$ cat config.mk
export PLATFORM = sky130hd
export DESIGN_NAME = mole_hit_judge_flat
export DESIGN_NICKNAME = d
export VERILOG_FILES = /design/src/rtl/mole_hit_judge_if.sv /design/src/rtl/mole_hit_judge.sv /design/src/flat_wrapper.sv
export SDC_FILE = /design/constraint.sdc
export NUM_CORES = 1
export LEC_CHECK = 0
export ABC_AREA = 0
export BUFFER_PORTS_ARGS = -buffer_cell sky130_fd_sc_hd__buf_2
export CAP_MARGIN = 20
export CORE_ASPECT_RATIO = 1.5
export CORE_UTILIZATION = 45
export DETAILED_ROUTE_END_ITERATION = 8
export GPL_TIMING_DRIVEN = 0
export PLACE_DENSITY = 0.67
export RECOVER_POWER = 25
export SETUP_SLACK_MARGIN = 0.1
export SYNTH_ARGS = -nofsm -noshare
export SYNTH_HDL_FRONTEND = slang
export SYNTH_SLANG_ARGS = --single-unit
$ cat constraint.sdc
create_clock -name clk -period 5.6 [get_ports clk]
set_clock_uncertainty 0.05 [all_clocks]
set_input_delay 1.12 -clock clk [delete_from_list [all_inputs] [get_ports clk]]
set_output_delay 1.12 -clock clk [all_outputs]
set_load 0.1 [all_outputs]
$ cat src/rtl/mole_hit_judge_if.sv
// rtl/mole_hit_judge_if.sv - keypad/mole inputs and judge outputs of mole_hit_judge
interface mole_hit_judge_if #(
    parameter int CNT_W = 8
);
    logic             in_game;
    logic [3:0]       key_code;
    logic             key_valid;
    logic [3:0]       mole_pos;
    logic             mole_new;
    logic             hit_pulse;
    logic             miss_pulse;
    logic             mole_hit;
    logic [CNT_W-1:0] hit_count;
    logic [CNT_W-1:0] miss_count;

    modport master (
        output in_game, key_code, key_valid, mole_pos, mole_new,
        input  hit_pulse, miss_pulse, mole_hit, hit_count, miss_count
    );

    modport slave (
        input  in_game, key_code, key_valid, mole_pos, mole_new,
        output hit_pulse, miss_pulse, mole_hit, hit_count, miss_count
    );
endinterface

$ cat src/rtl/mole_hit_judge.sv
// rtl/mole_hit_judge.sv - debounced one-shot key press judged against mole position
// Optional macro HIT_WRONG_KEY_PENALTY_EN: a wrong-key press on an armed mole counts as a miss.
module mole_hit_judge #(
    parameter int DEBOUNCE_CYCLES = 50000,
    parameter int CNT_W           = 8
) (
    input  logic           clk,
    input  logic           rst,
    mole_hit_judge_if.slave bus
);
    localparam int DB_W = (DEBOUNCE_CYCLES > 1) ? $clog2(DEBOUNCE_CYCLES) : 1;
    localparam logic [DB_W-1:0]  DB_LAST = DB_W'(DEBOUNCE_CYCLES - 1);
    localparam logic [CNT_W-1:0] CNT_MAX = '1;

    typedef enum logic [1:0] {
        S_IDLE      = 2'd0,
        S_WAIT_MOLE = 2'd1,
        S_ARMED     = 2'd2,
        S_WHACKED   = 2'd3
    } state_t;

    state_t           state, state_n;
    logic [3:0]       pos_q, pos_n;
    logic [4:0]       raw, raw_q;
    logic [DB_W-1:0]  db_cnt;
    logic             stable_valid, stable_valid_d;
    logic [3:0]       stable_code;
    logic             press;
    logic             hit_n, miss_n, clr_n;
    logic             hit_pulse_q, miss_pulse_q;
    logic [CNT_W-1:0] hit_count_q, miss_count_q;

    assign raw = {bus.key_valid, bus.key_code};

    // Stable level only moves after the raw sample has held still long enough.
    always_ff @(posedge clk) begin
        if (rst) begin
            raw_q          <= '0;
            db_cnt         <= '0;
            stable_valid   <= 1'b0;
            stable_code    <= '0;
            stable_valid_d <= 1'b0;
        end else begin
            stable_valid_d <= stable_valid;
            if (raw != raw_q) begin
                raw_q  <= raw;
                db_cnt <= '0;
            end else if (db_cnt == DB_LAST) begin
                stable_valid <= raw_q[4];
                stable_code  <= raw_q[3:0];
            end else begin
                db_cnt <= db_cnt + DB_W'(1);
            end
        end
    end

    assign press = stable_valid & ~stable_valid_d;

    always_comb begin
        state_n = state;
        pos_n   = pos_q;
        hit_n   = 1'b0;
        miss_n  = 1'b0;
        clr_n   = 1'b0;
        if (!bus.in_game) begin
            state_n = S_IDLE;
        end else begin
            case (state)
                S_IDLE: begin
                    state_n = S_WAIT_MOLE;
                    clr_n   = 1'b1;
                end
                S_WAIT_MOLE: begin
                    if (bus.mole_new) begin
                        state_n = S_ARMED;
                        pos_n   = bus.mole_pos;
                    end
                end
                S_ARMED: begin
                    // The press is judged against the old position before a new mole lands.
                    if (press && (stable_code == pos_q)) begin
                        hit_n   = 1'b1;
                        state_n = S_WHACKED;
                    end
`ifdef HIT_WRONG_KEY_PENALTY_EN
                    else if (press) begin
                        miss_n = 1'b1;
                    end
`endif
                    if (bus.mole_new) begin
                        state_n = S_ARMED;
                        pos_n   = bus.mole_pos;
                        if (!hit_n) begin
                            miss_n = 1'b1;
                        end
                    end
                end
                S_WHACKED: begin
                    if (bus.mole_new) begin
                        state_n = S_ARMED;
                        pos_n   = bus.mole_pos;
                    end
                end
                default: state_n = S_IDLE;
            endcase
        end
    end

    always_ff @(posedge clk) begin
        if (rst) begin
            state        <= S_IDLE;
            pos_q        <= '0;
            hit_pulse_q  <= 1'b0;
            miss_pulse_q <= 1'b0;
            hit_count_q  <= '0;
            miss_count_q <= '0;
        end else begin
            state        <= state_n;
            pos_q        <= pos_n;
            hit_pulse_q  <= hit_n;
            miss_pulse_q <= miss_n;
            if (clr_n) begin
                hit_count_q  <= '0;
                miss_count_q <= '0;
            end else begin
                if (hit_n && (hit_count_q != CNT_MAX)) begin
                    hit_count_q <= hit_count_q + CNT_W'(1);
                end
                if (miss_n && (miss_count_q != CNT_MAX)) begin
                    miss_count_q <= miss_count_q + CNT_W'(1);
                end
            end
        end
    end

    assign bus.hit_pulse  = hit_pulse_q;
    assign bus.miss_pulse = miss_pulse_q;
    assign bus.mole_hit   = (state == S_WHACKED);
    assign bus.hit_count  = hit_count_q;
    assign bus.miss_count = miss_count_q;
endmodule

$ cat src/flat_wrapper.sv
// flat-port wrapper written by rule: the top's interface ports become plain ports
module mole_hit_judge_flat 
#(
    parameter int DEBOUNCE_CYCLES = 50000,
    parameter int CNT_W           = 8
)
  (clk, rst, bus_in_game, bus_key_code, bus_key_valid, bus_mole_pos, bus_mole_new, bus_hit_pulse, bus_miss_pulse, bus_mole_hit, bus_hit_count, bus_miss_count);
  mole_hit_judge_if #(.CNT_W(CNT_W)) bus_i ();
  input  logic clk;
  input  logic rst;
  input wire logic [$bits(bus_i.in_game)-1:0] bus_in_game;
  input wire logic [$bits(bus_i.key_code)-1:0] bus_key_code;
  input wire logic [$bits(bus_i.key_valid)-1:0] bus_key_valid;
  input wire logic [$bits(bus_i.mole_pos)-1:0] bus_mole_pos;
  input wire logic [$bits(bus_i.mole_new)-1:0] bus_mole_new;
  output wire logic [$bits(bus_i.hit_pulse)-1:0] bus_hit_pulse;
  output wire logic [$bits(bus_i.miss_pulse)-1:0] bus_miss_pulse;
  output wire logic [$bits(bus_i.mole_hit)-1:0] bus_mole_hit;
  output wire logic [$bits(bus_i.hit_count)-1:0] bus_hit_count;
  output wire logic [$bits(bus_i.miss_count)-1:0] bus_miss_count;
  assign bus_i.in_game = bus_in_game;
  assign bus_i.key_code = bus_key_code;
  assign bus_i.key_valid = bus_key_valid;
  assign bus_i.mole_pos = bus_mole_pos;
  assign bus_i.mole_new = bus_mole_new;
  assign bus_hit_pulse = bus_i.hit_pulse;
  assign bus_miss_pulse = bus_i.miss_pulse;
  assign bus_mole_hit = bus_i.mole_hit;
  assign bus_hit_count = bus_i.hit_count;
  assign bus_miss_count = bus_i.miss_count;
  mole_hit_judge #(.DEBOUNCE_CYCLES(DEBOUNCE_CYCLES), .CNT_W(CNT_W)) u_core (.clk(clk), .rst(rst), .bus(bus_i));
endmodule
Word level (Yosys, flattened, before mapping)
Index checks and enable logic that the tools add are counted.
{ "totals": {"reg_bits": 51, "out_inout_bits": 19} }
{ "op_classes": {"addsub": 3, "eq_ne": 10, "muxes": 15, "bitwise": 4, "reduce_logical": 12} }
{ "op_table": {"columns": ["operator", "count"], "rows": [
  ["adder 16 x 1 -> 16 bit, second input constant", 1],
  ["adder 8 x 1 -> 8 bit, second input constant", 2],
  ["equality test 16 bit, second input constant", 1],
  ["!= test 8 bit, second input constant", 2],
  ["two-way mux 1 bit", 11],
  ["OR reduction 2 bit", 4],
  ["two-way mux 2 bit", 3],
  ["case mux 2 bit (3 select lines)", 1],
  ["!= test 5 bit", 1],
  ["equality test 2 bit, second input constant", 2],
  ["equality test 4 bit", 1],
  ["AND reduction 2 bit", 2],
  ["logical AND 1 bit", 3],
  ["!= test 3 x 2 -> 1 bit, second input constant", 1],
  ["NOT 1 bit", 3],
  ["AND reduction 3 bit", 1],
  ["OR reduction 3 bit", 1],
  ["equality test 2 x 1 -> 1 bit, second input constant", 1],
  ["zero test 2 bit", 1],
  ["!= test 2 x 1 -> 1 bit, second input constant", 1],
  ["AND 1 bit", 1]
]} }

Logic depth before layout (Yosys ltp)
Gate-level depths: netlist (run 1).
{ "logic_depth": {"word_depth": 11, "depth_mapped": 6, "ltp_nobuf": 5} }

Worst setup path before layout (run 1)
Ideal clock, no wire load.
{ "synth_timing": {"kind": "register -> output", "startpoint": "register u_core.state[0]", "endpoint": "output port bus_mole_hit", "arrival_ps": 1159, "required_time_ps": 4430, "slack_ps": 3271, "path_stages_with_launch": 2, "path_buffers": 0, "cell_sequence": "dfxtp_1 -> and2_1"} }
{ "synth_between": {"elab_chain_len": 1} }
{ "synth_lines": {"columns": ["element", "line", "text"], "rows": [
  ["start, declared", "mole_hit_judge.sv:22", "state_t state, state_n;"],
  ["start signal, assigned", "mole_hit_judge.sv:118", "state <= state_n;"],
  ["equality test 2 bit", "mole_hit_judge.sv:138", "assign bus.mole_hit = (state == S_WHACKED);"],
  ["end, declared", "flat_wrapper.sv:18", "output wire logic [$bits(bus_i.mole_hit)-1:0] bus_mole_hit;"]
]} }
No other way between the ends.

Worst setup path in the final report (run 1)
{ "layout_timing": {"startpoint": "input port bus_in_game", "endpoint": "register u_core.hit_count_q[7], in the netlist u_core.bus.hit_count[7]"} }
{ "layout_between": {"elab_chain_len": 2, "word_cells_on_any_way": 4} }
{ "layout_lines": {"columns": ["element", "line", "text"], "rows": [
  ["start, declared", "flat_wrapper.sv:11", "input wire logic [$bits(bus_i.in_game)-1:0] bus_in_game;"],
  ["two-way mux 1 bit", "mole_hit_judge.sv:65", "if (!bus.in_game) begin"],
  ["OR reduction 2 bit (no source line) / logical AND 1 bit (equally long branches)", null, null],
  ["end signal, assigned", "mole_hit_judge.sv:127", "hit_count_q <= hit_count_q + CNT_W'(1);"],
  ["end, declared", "mole_hit_judge.sv:31", "logic [CNT_W-1:0] hit_count_q, miss_count_q;"]
]} }
Several ways; a longest one is shown, not always the timed one.
A chain may end at the register's enable or synchronous reset.

==> reports/metrics.csv, run 1 <==
metric,value,unit
start_util,0.476,
ys_top_cells_by_area,"dfxtp_1 (41%), mux2i_1 (7.3%), xnor2_1 (6.7%), nand3_1 (3.4%), nand2_1 (3.2%)",
htreeDepth,2,
grt_util_all_layers,0.195,
fin_util,0.540,
setup_slack,2.92,ns
ys_seq_area_frac,0.412,
grt_pass1_wl,9000,µm
fp.dieH,92.9,µm
critPathKind,in -> reg,
synth_area,0.00248,mm²
worstRegToRegCells,4,
antenna_cells,0,
ys_top_cells_by_count,"dfxtp_1 (51), nand2_1 (21), nor2_1 (21), xnor2_1 (19), mux2i_1 (18)",
wl_per_cell,13.4,µm
nNetsFinal,328,
worstSkewPairLatency,0.32,ns
core-area,0.00520,mm²
globalRouteOverflowTotal,0,
area_delta_synth_final,13.6,%
dr_total_vias,2059,
ir_drop,0.000168,V
cts_made_buffers,5,
hold_depth,2,
grt_max_degree,17,
status,"complete, no violations",
max_clock_freq,373,MHz
synthCells,274,
fp-row-count,32,
critPathArrivalTime,2.83,ns
crit_fanout,10,
drc,0,
dp_hpwl,3830,µm
pin_count,32,
synth_top_area_cell,dfxtp_1,
drt_iter0_markers,93,
pre_cts_slack,2.54,ns
clock_path_buffers,2,
final_max_slew_viol_count,0,
ant_nets,0,
finalSetupViolations,0,
cp-end-kind,flip-flop,
min_period,2.68,ns
synth-seq-cells,51,
crit_required,5.74,ns
wirelength,5110,µm
syn-num-nets,290,
grt_pass1_vias,1997,
hp-start,u_core.raw_q[2],
rr_startpoint,u_core.db_cnt[10],
cts_resized,0,
drive_gt1_frac,0.141,
tightest_slew,0.970,ns
synth.most_common_cell,dfxtp_1,
clk_pin_slew_worst_paths,0.09,ns
async_reset_ff_frac,0,
whs_endpoint,u_core.stable_code[2],
root_buffer,clkbuf_8,
fill_cells,502,
min_path_type,reg -> reg,
cts_hold_buf,0,
hold_slack,0.438,ns
r2r_slack,3.26,ns
finalHoldViolCount,0,
portBuffers,31,
ff_latch_area,0.00102,mm²
rr_endpoint,u_core.stable_valid,
leakagePower,1.01,nW
synth-main-ff-cell,dfxtp_1,
power_density,225,mW/mm²
tritoncts,done,
fin_crit_sh,0.479,
gp_congestion,0.829,
synth_edf_count,0,
grt_antenna_before_repair,0,
synthDistinctLibCells,43,
start_kind,primary input,
post-cts-setup-buffer-count,0,
drt_pass1_iterations,4,
syn_avg_cell_area,9.04,µm²
yosysWarnings,0,
vias_per_cell,5.40,
dieWidth,62.6,µm
die_area,0.00581,mm²
cts_sinks,51,
synthDominantCellAreaShare,0.412,
fin_setup_tns,0,ns
cap_violations,0,
multi_input_area,0.00140,mm²
slew_headroom,0.352,
grt_setup_unrepaired,no,
-- registers in the layout (all words and copies together), names as in the netlist --
signal and flops:
u_core.db_cnt 16, u_core.bus.hit_count 8, u_core.bus.miss_count 8, u_core.raw_q 5, u_core.pos_q 4, u_core.stable_code 4, u_core.state 2, u_core.bus.hit_pulse 1
u_core.bus.miss_pulse 1, u_core.stable_valid 1, u_core.stable_valid_d 1
-- how the worst max path moves through the flow --
stage | from | end | slack, ns | depth (start not counted)
global route | bus_in_game | u_core.bus.miss_count[5] | 2.59 | 6
finish | bus_in_game | u_core.bus.hit_count[7] | 2.92 | 6
global placement | bus_in_game | u_core.bus.miss_count[5] | 2.59 | 6
floorplan | u_core.state[0] | bus_mole_hit | 3.27 | 1
detailed placement | bus_in_game | u_core.bus.hit_count[7] | 2.54 | 6
CTS | bus_in_game | u_core.bus.hit_count[7] | 2.87 | 6
-- cell type report --
| cell class | instances | share of cell area |
|---|---|---|
| multi-input cells | 208 | 0.497 |
| well taps | 68 | 0.0302 |
| plain buffers | 9 | 0.0120 |
| inverters | 6 | 0.00801 |
| clock buffers | 6 | 0.0294 |
| clock inverters | 2 | 0.00578 |
| flip-flops and latches | 51 | 0.363 |
| repair buffers | 31 | 0.0543 |
-- stage by stage --
stage                     instances  power [mW]  area (µm²)
final                           381       0.632        2810
after global routing            381       0.658        2810
after CTS                       381       0.640        2820
after detailed placement        373       0.412        2720
after global placement          373       0.411        2720
after floorplan                 274       0.399        2480
-- where the power goes --
| group | total [mW] | switching (mW) | internal [mW] | leakage (nW) |
|---|---|---|---|---|
| combinational | 0.0335 | 0.0193 | 0.0142 | 0.549 |
| sequential | 0.369 | 0.00297 | 0.366 | 0.412 |
| clock | 0.229 | 0.128 | 0.101 | 0.0474 |
| total | 0.632 | 0.151 | 0.481 | 1.01 |
-- layer usage --
metal	wire length [µm]	vias to the layer above	GRT usage
li1	-	1059	-
met2	2670	40	0.363
met3	173	8	0.0431
met1	2180	952	0.207
met4	82	0	0.0872
met5	0	-	0
-- cells by family after synthesis --
kind of cell | Yosys count | share of synthesized area
fa+ha+maj | 3 | 0.0152
xor+xnor | 23 | 0.0814
flops | 51 | 0.412
simple gates | 126 | 0.288
mux | 19 | 0.0788
buf+inv | 15 | 0.0227
compound gates | 37 | 0.102
-- cells in the final DEF (no fill, tap or decap), types with 2 or more instances in the layout --
| master | count |
|---|---|
| a2111oi_0 | 2 |
| a211oi_1 | 5 |
| a21oi_1 | 8 |
| and3_1 | 2 |
| and3b_1 | 2 |
| and4_1 | 2 |
| buf_2 | 29 |
| clkbuf_1 | 11 |
| clkbuf_8 | 6 |
| dfxtp_1 | 51 |
| ha_1 | 3 |
| inv_1 | 6 |
| mux2i_1 | 18 |
| nand2_1 | 21 |
| nand2b_1 | 10 |
| nand3_1 | 17 |
| nand4_1 | 6 |
| nor2_1 | 21 |
| nor2b_1 | 9 |
| nor3_1 | 8 |
| nor4_1 | 4 |
| o211a_1 | 2 |
| o211ai_1 | 5 |
| o21ai_0 | 9 |
| or2_2 | 3 |
| or3_1 | 10 |
| or4_1 | 2 |
| xnor2_1 | 19 |
| xor2_1 | 4 |
-- worst max-delay path, cell delays in order --
cell and delay [ns]:
buf_2 0.14, nor3b_1 0.80, nor2_1 0.24, clkbuf_1 0.32
nand2_1 0.13, mux2i_1 0.07
No activity file was read; power rests on OpenSTA's default activity.
==> inputs of run 2 (changes only) <==
PLACE_DENSITY = 0.69   (was 0.67)
clock period = 2.2 ns   (was 5.6 ns; I/O delays follow)
==> run 2 against run 1 <==
  * Clock-buffer cell count rose by 1
  * Sequential power increased to 2.5 times the previous value
  * Via count is 2.1% higher
  * Core utilization up 0.65 points
  * Routed wire length grew 2.1%
  * Critical path depth down 1
  * Critical path type is now reg -> reg
  * Critical endpoint is now u_core.stable_code[2]
  * Largest cell class unchanged
  * Highest routed layer unchanged
==> reports/metrics.csv, run 2 (synthesis results as in run 1) <==
metric,value,unit,change
htreeDepth,2,,unchanged
crit_fanout,5,,-5
pre_cts_slack,-0.141,ns,-2.68 ns
grt_pass1_vias,2000,,+0.15%
dp_hpwl,3790,µm,-1.0%
drc,0,,unchanged
final_cell_mix,"dfxtp_1 (42), buf_2 (26), nand2_1 (21), nor2_1 (21), xnor2_1 (19)",,
tritoncts,done,,
grt_util_all_layers,0.194,,-0.00156
portBuffers,31,,unchanged
wirelength,5210,µm,+2.1%
fin_util,0.547,,+0.00649
drt_pass1_iterations,4,,unchanged
die_area,0.00581,mm²,unchanged
rr_startpoint,u_core.db_cnt[4],,
crit_required,2.38,ns,-3.36 ns
cp-end-kind,flip-flop,,
final_common_cell,dfxtp_1,,
tightest_slew,0.552,ns,-0.418 ns
worstSkewPairLatency,0.31,ns,about the same
core-area,0.00520,mm²,unchanged
critPathArrivalTime,2.19,ns,-0.64 ns
dr_total_vias,2103,,+2.1%
critPathKind,reg -> reg,,
cts_made_buffers,5,,unchanged
antenna_cells,0,,unchanged
min_path_type,in -> reg,,
globalRouteOverflowTotal,0,,unchanged
max_clock_freq,499,MHz,
grt_pass1_wl,8880,µm,-1.3%
start_kind,flip-flop,,
clk_pin_slew_worst_paths,0.09,ns,about the same
drt_iter0_markers,125,,+34%
final_max_slew_viol_count,0,,unchanged
fp.dieH,92.9,µm,unchanged
pin_count,32,,unchanged
hold_slack,0.316,ns,-0.123 ns
setup_slack,0.194,ns,-2.72 ns
cts_hold_buf,0,,unchanged
fin_crit_sh,0.912,,
slew_headroom,0.631,,+0.278
top_register,u_core.db_cnt,,
cts_sinks,51,,unchanged
wl_per_cell,13.5,µm,+1.0%
leakagePower,1.03,nW,+2.6%
grt_antenna_before_repair,0,,unchanged
area_delta_synth_final,15.0,%,
grt_setup_unrepaired,no,,
dieWidth,62.6,µm,unchanged
fp-row-count,32,,unchanged
cap_violations,0,,unchanged
ir_drop,0.000315,V,+88%
min_period,2.01,ns,
ant_nets,0,,unchanged
grt_max_degree,15,,-2
worstSetupStartpoint,u_core.db_cnt[4],,
gp_congestion,0.805,,-2.9%
vias_per_cell,5.46,,+1.1%
finalSetupViolations,0,,unchanged
start_util,0.476,,unchanged
largest_register_ff_count,16,,unchanged
status,"complete, no violations",,
hp-start,bus_mole_pos[1],,
finalHoldViolCount,0,,unchanged
nNetsFinal,332,,+1.2%
clock_path_buffers,2,,unchanged
power_density,546,mW/mm²,+140%
root_buffer,clkbuf_8,,
drive_gt1_frac,0.183,,+0.0424
## run 2: where the power goes
part	switching (mW)	internal, mW
logic	0.0484	0.0368
registers	0.00823	0.931
clock network	0.305	0.224
total	0.361	1.19
## run 2: final timing paths
path / endpoint / slack, ns / cells past startpoint
max reg2reg: u_core.stable_code[2] / 0.19 / 5
min reg2reg: u_core.bus.miss_count[5] / 0.43 / 2
max: u_core.stable_code[2] / 0.19 / 5
min: u_core.pos_q[1] / 0.32 / 3
## run 2: through the flow
stage	total power, mW	cell area (µm²)	instances	setup TNS [ns]
5_1_grt	1.61	2850	385	0
2_1_floorplan	1.01	2490	274	0
3_3_place_gp	1.04	2730	373	-1.02
4_1_cts	1.57	2830	383	0
6_report	1.55	2850	385	0
3_5_place_dp	1.05	2730	373	-1.29
## run 2: layer usage
layer / vias up / part of all wire / GRT usage
met2: 44 / 0.52 / 0.363
met4: 0 / 0.021 / 0.103
met3: 7 / 0.035 / 0.0394
met1: 983 / 0.43 / 0.198
li1: 1069 / - / -
met5: - / 0 / 0
## run 2: layout make-up
class | count | area (µm²)
Multi-Input combinational cell | 208 | 1410
Tap cell | 68 | 85.1
Sequential cell | 51 | 1030
Clock buffer | 7 | 76.3
Fill cell | 503 | 2360
Timing Repair Buffer | 35 | 184
Inverter | 6 | 22.5
Clock inverter | 1 | 5.00
Buffer | 9 | 33.8
## run 2: critical path, cell delays in order, from the launching register on
cell     delay (ns)
dfxtp_1        0.36
or4b_4         0.54
nor4_4         0.35
nor3b_4        0.26
buf_4          0.18
mux2i_1        0.19
## run 2: repair_timing
| action | 4_1_cts | 5_1_grt |
|---|---|---|
| gates cloned | 0 | 0 |
| pin swaps | 1 | 1 |
| resized for setup | 1 | 0 |
| buffers inserted | 2 | 2 |
| setup endpoints to repair | 13 | 3 |
